**src/rtl/fetch_unit_pkg.sv**
```systemverilog
// Shared types and sizing helpers for the instruction fetch unit.
package fetch_unit_pkg;

   typedef enum logic [1:0] {
      S_FETCH   = 2'd0,
      S_IDLE    = 2'd1,
      S_DISCARD = 2'd2
   } fetch_state_e;

   function automatic int ptr_w(input int depth);
      return $clog2(depth);
   endfunction

endpackage

```
**src/rtl/fetch_unit_if.sv**
```systemverilog
// Memory port, redirect and instruction-stream signals of the fetch unit.
interface fetch_unit_if
   import fetch_unit_pkg::*;
#(
   parameter int DATA_W = 16,
   parameter int ADDR_W = 16,
   parameter int DEPTH  = 4
);

   logic              mem_req;
   logic [ADDR_W-1:0] mem_addr;
   logic              mem_ack;
   logic [DATA_W-1:0] mem_data;

   logic              redirect;
   logic [ADDR_W-1:0] redirect_addr;

   logic              ins_valid;
   logic              ins_ready;
   logic [DATA_W-1:0] ins_out;
   logic [ADDR_W-1:0] ins_pc;
   logic [ptr_w(DEPTH):0] count;

   modport master (
      output mem_req, mem_addr, ins_valid, ins_out, ins_pc, count,
      input  mem_ack, mem_data, redirect, redirect_addr, ins_ready
   );

   modport slave (
      input  mem_req, mem_addr, ins_valid, ins_out, ins_pc, count,
      output mem_ack, mem_data, redirect, redirect_addr, ins_ready
   );

endinterface

```
**src/rtl/fetch_unit_prefetch_fifo.sv**
```systemverilog
// Circular prefetch queue of {pc, word} entries with flush and occupancy count.
module fetch_unit_prefetch_fifo
   import fetch_unit_pkg::*;
#(
   parameter int WIDTH = 32,
   parameter int DEPTH = 4,
   localparam int PTR_W = ptr_w(DEPTH)
) (
   input  logic             clk,
   input  logic             rst_n,
   input  logic             flush,
   input  logic             push,
   input  logic             pop,
   input  logic [WIDTH-1:0] wdata,
   output logic [WIDTH-1:0] rdata,
   output logic [PTR_W:0]   count
);

   localparam int CNT_W = PTR_W + 1;

   logic [WIDTH-1:0] mem [DEPTH];
   logic [PTR_W-1:0] wr_ptr;
   logic [PTR_W-1:0] rd_ptr;
   logic             do_push;
   logic             do_pop;

   assign do_push = push && !flush && (count != CNT_W'(DEPTH));
   assign do_pop  = pop  && !flush && (count != '0);
   assign rdata   = mem[rd_ptr];

   // NOTE: sequential state uses non-blocking assignments so every register samples pre-edge values.
   always_ff @(posedge clk or negedge rst_n) begin
      if (!rst_n) begin
         wr_ptr <= '0;
         rd_ptr <= '0;
         count  <= '0;
      end else if (flush) begin
         wr_ptr <= '0;
         rd_ptr <= '0;
         count  <= '0;
      end else begin
         if (do_push) wr_ptr <= wr_ptr + PTR_W'(1);
         if (do_pop)  rd_ptr <= rd_ptr + PTR_W'(1);
         count <= count + CNT_W'(do_push) - CNT_W'(do_pop);
      end
   end

   // NOTE: storage has no reset; an entry is only read after count says it was written.
   always_ff @(posedge clk) begin
      if (do_push) mem[wr_ptr] <= wdata;
   end

endmodule

```
**src/rtl/fetch_unit.sv**
```systemverilog
// Sequential instruction prefetcher with branch redirect and stale-response discard.
module fetch_unit
   import fetch_unit_pkg::*;
#(
   parameter int                DATA_W   = 16,
   parameter int                ADDR_W   = 16,
   parameter int                DEPTH    = 4,
   parameter logic [ADDR_W-1:0] RESET_PC = '0
) (
   input logic          clk,
   input logic          rst_n,
   fetch_unit_if.master bus
);

   localparam int PTR_W = ptr_w(DEPTH);
   localparam int CNT_W = PTR_W + 1;

   fetch_state_e             state;
   logic [ADDR_W-1:0]        fetch_pc;
   logic [ADDR_W-1:0]        saved_redirect;
   logic [CNT_W-1:0]         count;
   logic [CNT_W-1:0]         count_next;
   logic [ADDR_W+DATA_W-1:0] head;
   logic                     ack;
   logic                     push;
   logic                     pop;

   // An acknowledge only counts against a request we are actually driving.
   assign ack        = bus.mem_ack && bus.mem_req;
   assign push       = (state == S_FETCH) && ack && !bus.redirect;
   assign pop        = bus.ins_valid && bus.ins_ready && !bus.redirect;
   assign count_next = count + CNT_W'(push) - CNT_W'(pop);

   fetch_unit_prefetch_fifo #(
      .WIDTH (ADDR_W + DATA_W),
      .DEPTH (DEPTH)
   ) u_fifo (
      .clk   (clk),
      .rst_n (rst_n),
      .flush (bus.redirect),
      .push  (push),
      .pop   (pop),
      .wdata ({fetch_pc, bus.mem_data}),
      .rdata (head),
      .count (count)
   );

   assign bus.ins_valid = (count != '0);
   assign bus.ins_pc    = head[ADDR_W+DATA_W-1:DATA_W];
   assign bus.ins_out   = head[DATA_W-1:0];
   assign bus.count     = count;

   always_ff @(posedge clk or negedge rst_n) begin
      if (!rst_n) begin
         state          <= S_FETCH;
         fetch_pc       <= RESET_PC;
         saved_redirect <= RESET_PC;
         bus.mem_req    <= 1'b0;
         bus.mem_addr   <= RESET_PC;
      end else if (bus.redirect) begin
         case (state)
            S_DISCARD: saved_redirect <= bus.redirect_addr;
            S_FETCH: begin
               if (bus.mem_req && !bus.mem_ack) begin
                  // Request in flight: keep its address stable and swallow the reply.
                  state          <= S_DISCARD;
                  saved_redirect <= bus.redirect_addr;
               end else begin
                  fetch_pc     <= bus.redirect_addr;
                  bus.mem_addr <= bus.redirect_addr;
                  bus.mem_req  <= 1'b1;
               end
            end
            default: begin
               state        <= S_FETCH;
               fetch_pc     <= bus.redirect_addr;
               bus.mem_addr <= bus.redirect_addr;
               bus.mem_req  <= 1'b1;
            end
         endcase
      end else begin
         case (state)
            S_FETCH: begin
               bus.mem_req <= 1'b1;
               if (ack) begin
                  fetch_pc     <= fetch_pc + ADDR_W'(1);
                  bus.mem_addr <= fetch_pc + ADDR_W'(1);
                  if (count_next >= CNT_W'(DEPTH)) begin
                     state       <= S_IDLE;
                     bus.mem_req <= 1'b0;
                  end
               end
            end
            S_IDLE: begin
               if (count_next < CNT_W'(DEPTH)) begin
                  state       <= S_FETCH;
                  bus.mem_req <= 1'b1;
               end
            end
            S_DISCARD: begin
               if (ack) begin
                  state        <= S_FETCH;
                  fetch_pc     <= saved_redirect;
                  bus.mem_addr <= saved_redirect;
               end
            end
            default: begin
               state       <= S_FETCH;
               bus.mem_req <= 1'b0;
            end
         endcase
      end
   end

endmodule

```
**src/flat_wrapper.sv**
```systemverilog
// flat-port wrapper written by rule: the top's interface ports become plain ports
module fetch_unit_flat import fetch_unit_pkg::*;
#(
   parameter int                DATA_W   = 16,
   parameter int                ADDR_W   = 16,
   parameter int                DEPTH    = 4,
   parameter logic [ADDR_W-1:0] RESET_PC = '0
)
  (clk, rst_n, bus_mem_req, bus_mem_addr, bus_ins_valid, bus_ins_out, bus_ins_pc, bus_count, bus_mem_ack, bus_mem_data, bus_redirect, bus_redirect_addr, bus_ins_ready);
  fetch_unit_if #(.DATA_W(DATA_W), .ADDR_W(ADDR_W), .DEPTH(DEPTH)) bus_i ();
  input logic clk;
  input logic rst_n;
  output wire logic [$bits(bus_i.mem_req)-1:0] bus_mem_req;
  output wire logic [$bits(bus_i.mem_addr)-1:0] bus_mem_addr;
  output wire logic [$bits(bus_i.ins_valid)-1:0] bus_ins_valid;
  output wire logic [$bits(bus_i.ins_out)-1:0] bus_ins_out;
  output wire logic [$bits(bus_i.ins_pc)-1:0] bus_ins_pc;
  output wire logic [$bits(bus_i.count)-1:0] bus_count;
  input wire logic [$bits(bus_i.mem_ack)-1:0] bus_mem_ack;
  input wire logic [$bits(bus_i.mem_data)-1:0] bus_mem_data;
  input wire logic [$bits(bus_i.redirect)-1:0] bus_redirect;
  input wire logic [$bits(bus_i.redirect_addr)-1:0] bus_redirect_addr;
  input wire logic [$bits(bus_i.ins_ready)-1:0] bus_ins_ready;
  assign bus_mem_req = bus_i.mem_req;
  assign bus_mem_addr = bus_i.mem_addr;
  assign bus_ins_valid = bus_i.ins_valid;
  assign bus_ins_out = bus_i.ins_out;
  assign bus_ins_pc = bus_i.ins_pc;
  assign bus_count = bus_i.count;
  assign bus_i.mem_ack = bus_mem_ack;
  assign bus_i.mem_data = bus_mem_data;
  assign bus_i.redirect = bus_redirect;
  assign bus_i.redirect_addr = bus_redirect_addr;
  assign bus_i.ins_ready = bus_ins_ready;
  fetch_unit #(.DATA_W(DATA_W), .ADDR_W(ADDR_W), .DEPTH(DEPTH), .RESET_PC(RESET_PC)) u_core (.clk(clk), .rst_n(rst_n), .bus(bus_i));
endmodule
```
**config.mk**
```make
export PLATFORM = sky130hd
export DESIGN_NAME = fetch_unit_flat
export DESIGN_NICKNAME = d
export VERILOG_FILES = /design/src/rtl/fetch_unit_pkg.sv /design/src/rtl/fetch_unit_if.sv /design/src/rtl/fetch_unit_prefetch_fifo.sv /design/src/rtl/fetch_unit.sv /design/src/flat_wrapper.sv
export SDC_FILE = /design/constraint.sdc
export NUM_CORES = 1
export LEC_CHECK = 0
export CAP_MARGIN = 20
export CELL_PAD_IN_SITES_DETAIL_PLACEMENT = 0
export CELL_PAD_IN_SITES_GLOBAL_PLACEMENT = 1
export CORE_MARGIN = 2
export CORE_UTILIZATION = 30
export DETAILED_ROUTE_END_ITERATION = 10
export PLACE_DENSITY_LB_ADDON = 0.25
export SYNTH_ARGS = -nofsm -noshare
export SYNTH_HDL_FRONTEND = slang
export SYNTH_SLANG_ARGS = --single-unit
```
**constraint.sdc**
```tcl
create_clock -name clk -period 4.6 [get_ports clk]
set_input_delay 0.92 -clock clk [delete_from_list [all_inputs] [get_ports clk]]
set_output_delay 0.92 -clock clk [all_outputs]
set_load 0.05 [all_outputs]
```
==> impl_results.rst <==
.. list-table::
   :header-rows: 1

   * - Metric
     - Value
   * - DIE WIDTH
     - 159 um
   * - Clock tree root buffer cell
     - clkbuf_16
   * - Via count of the first global-routing pass
     - 4355
   * - Setup violation total in the final timing report
     - 0
   * - Buffer depth of the longest clock path
     - 2
   * - Register-to-register path setup slack
     - 1.91 ns
   * - Share of the synthesized area in the top cell type
     - 53.2%
   * - Top cells by instance count after synthesis
     - edfxtp_1 (128), dfrtp_1 (42), mux4_2 (32), nor2_1 (19), inv_1 (17)
   * - Hold buffers post-CTS
     - 0
   * - Kind of launch point of the worst setup path
     - flip-flop
   * - Net Count, Synth
     - 484
   * - Worst Path Arrival
     - 2.71 ns
   * - Worst min-delay path class
     - flip-flop to flip-flop
   * - Per-cell routed wire length
     - 18.5 um
   * - Clk Latency, worst-skew pair
     - 0.42 ns
   * - Slew Viols, Final
     - 0
   * - Nets@finish
     - 573
   * - Core region area
     - 23500 um^2
   * - Pin count of the biggest net entering global routing
     - 43
   * - Number of inserted diodes
     - 0
   * - Critical path class
     - flip-flop to primary output
   * - Combined global-route utilization of all metal layers
     - 12.9%
   * - Remaining Overflow, GRT
     - 0
   * - Aggregate negative setup slack
     - 0 ns
   * - Result of the run
     - complete, no violations
   * - Share of cells above drive strength 1
     - 18.4%
   * - Number of violations of the max-capacitance limit
     - 0
   * - Total Power Consumption
     - 5.89 mW
   * - Boundary pin count
     - 90
   * - Synthesized flop and latch total
     - 170
   * - Number of buffers created by CTS
     - 17
   * - 1st-pass router iterations
     - 4
   * - Clk pin slew, worst setup/hold paths
     - 0.07 ns
   * - Area growth from synthesis to final layout
     - 24.9%
   * - Top FF cell, synth
     - edfxtp_1
   * - Area post-placement
     - 8460 um^2
   * - Number of antenna violations at the first check in global routing
     - 0
   * - TritonCTS clock tree
     - yes
   * - Initial core utilization
     - 30.7%
   * - Achievable clock frequency
     - 0.276 GHz
   * - Instance count after placement with tap cells included
     - 826
   * - Post-Place Setup Slack
     - 0.995 ns
   * - Area contributors post-synth
     - edfxtp_1 (53%), dfrtp_1 (15%), mux4_2 (10%), mux2_2 (2.5%), ha_1 (1.6%)
   * - First-pass GRT wire length
     - 24.9 mm
   * - Fill cell total of the finished layout
     - 2204
   * - Sequential-to-total area share from yosys stat
     - 67.7%
   * - Post-CTS setup buffer count
     - 0
   * - Final weighted congestion in routability-driven placement
     - 0.746
   * - Combined area of all synthesized cells
     - 7230 um^2
   * - Post-route fraction of the period consumed by the critical path
     - 78.8%
   * - Cell count after synthesis
     - 437
   * - Die Footprint
     - 25300 um^2
   * - Launching point of the worst reg2reg path
     - u_core.state[1]
   * - End point of the most critical hold path
     - u_core.saved_redirect[6]
   * - Worst setup slack after layout
     - 0.975 ns
   * - Count of unique library cells instantiated by Yosys
     - 60
   * - Top-count cell post-synth
     - edfxtp_1
   * - Final design instance area without fill
     - 9030 um^2
   * - Detailed Route WL
     - 15.9 mm
   * - Placed wire-length estimate
     - 10.0 mm
   * - Power per Cell Area
     - 652 nW/um^2
   * - Total via count after detailed routing
     - 4141
   * - Worst hold path cell count
     - 1
   * - Number of warnings issued by yosys
     - 0
   * - Chip height
     - 159 um
   * - Shortest clock period the worst path allows after layout
     - 3.63 ns
   * - Maximum VDD drop
     - 340 uV
   * - Data required, critical path
     - 3.68 ns
   * - Via density
     - 4.83
   * - Reg2reg end
     - u_core.u_fifo.count[2]
   * - Total number of placement rows
     - 56
   * - Proportion of register bits with asynchronous set or reset after synthesis
     - 24.7%
   * - EDFF count, synth
     - 128
   * - Max-slew headroom
     - 39.3%
   * - Gates resized, CTS repair
     - 0
   * - Worst-Margin Slew
     - 0.910 ns
   * - CP Max Fanout
     - 19
   * - Unrepaired setup endpoints after global routing
     - no
   * - # port buffers
     - 89
   * - Total DRC errors in the routed layout
     - 0
   * - Final cell count without fillers
     - 858
   * - Endpoint type of the worst setup path
     - primary output
   * - Synth area leader
     - edfxtp_1
   * - Hold Slack
     - 0.509 ns
   * - Post-Syn Area per Cell
     - 16.5 um^2
   * - Count of endpoints failing hold in the final timing report
     - 0
   * - Worst Hold Launch
     - u_core.saved_redirect[6]
   * - Count of H-tree levels built during CTS
     - 4
   * - Clock net sink count
     - 170
   * - Post-Route Skew
     - 0.00770 ns
   * - Fin util
     - 38.3%
   * - LEAKAGE
     - 3.02 nW
   * - Depth of the most critical reg-to-reg path
     - 10
   * - Antenna viol nets, final
     - 0
   * - Number of DRC markers in iteration 0
     - 241
## area by class of cell
type	instances	area [um^2]	area share [%]
clock buffer	18	429	4.75
clock inverter	14	136	1.51
inverter	17	63.8	0.707
multi-input combinational	225	2160	23.9
sequential	170	4900	54.2
tap	319	399	4.42
timing repair buffer	95	943	10.5
## logic make-up after synthesis
group                    count (synthesis)  synth area share, %
multiplexers                            51                 12.9
XOR/XNOR                                 9                 1.09
AND/OR/NAND/NOR                         85                 6.46
flip-flops                             170                 67.7
AO/OA/AOI/OAI                           70                 7.53
buffers and inverters                   42                 2.48
adder cells (fa/ha/maj)                 10                 1.84
## how the worst max path moves through the flow
stage | startpoint | end | slack, ns | depth (start not counted)
floorplan | bus_redirect | u_core.state[0] | 1.63 | 10
global placement | bus_redirect | u_core.u_fifo.count[2] | 1.06 | 10
detailed placement | bus_redirect | u_core.u_fifo.count[2] | 1.0 | 10
CTS | u_core.u_fifo.rd_ptr[0] | bus_ins_pc[15] | 0.88 | 3
global route | u_core.u_fifo.rd_ptr[0] | bus_ins_out[14] | 0.80 | 3
finish | u_core.u_fifo.rd_ptr[0] | bus_ins_out[14] | 0.97 | 3
## placed cells by master (no fill, tap or decap), drive strengths merged, types with 3 or more instances in the layout
cell type	instances
edfxtp	128
clkdlybuf4s50	88
dfrtp	42
mux4	32
inv	23
nor2	20
clkbuf	18
mux2	16
nand2	12
and2	12
o21ai	11
ha	9
a211oi	8
nor2b	7
nand3	7
a21oi	7
buf	7
xor2	6
a31oi	6
nand4	6
or3	5
clkinv	5
nand2b	4
o2bb2ai	4
a211o	4
o41ai	4
xnor2	3
o31ai	3
a22o	3
mux2i	3
## layer usage
layer | part of all wire (%) | GRT usage, % | routed length (um)
met3 | 4.7 | 3.41 | 742
met2 | 49 | 20.8 | 7740
met1 | 46 | 17.0 | 7230
met5 | 0 | 0 | 0
met4 | 1.0 | 4.38 | 160
## power breakdown
part	internal, mW	switching, mW	total [mW]
logic	0.872	1.33	2.20
clock network	0.758	0.610	1.37
registers	1.96	0.357	2.32
## worst max-delay path: stages (launching register included)
cell             delay (ns)
dfrtp_2                0.73
buf_12                 0.27
mux4_2                 0.53
clkdlybuf4s50_1        0.73
## sequential cells by signal (all words and copies together), names as in the netlist
| signal | count |
|---|---|
| u_core.bus.mem_addr | 16 |
| u_core.u_fifo.rd_ptr | 2 |
| u_core.u_fifo.count | 3 |
| u_core.state | 2 |
| u_core.u_fifo.mem | 128 |
| u_core.bus.mem_req | 1 |
| u_core.u_fifo.wr_ptr | 2 |
| u_core.saved_redirect | 16 |
No activity file was read; power rests on OpenSTA's default activity.
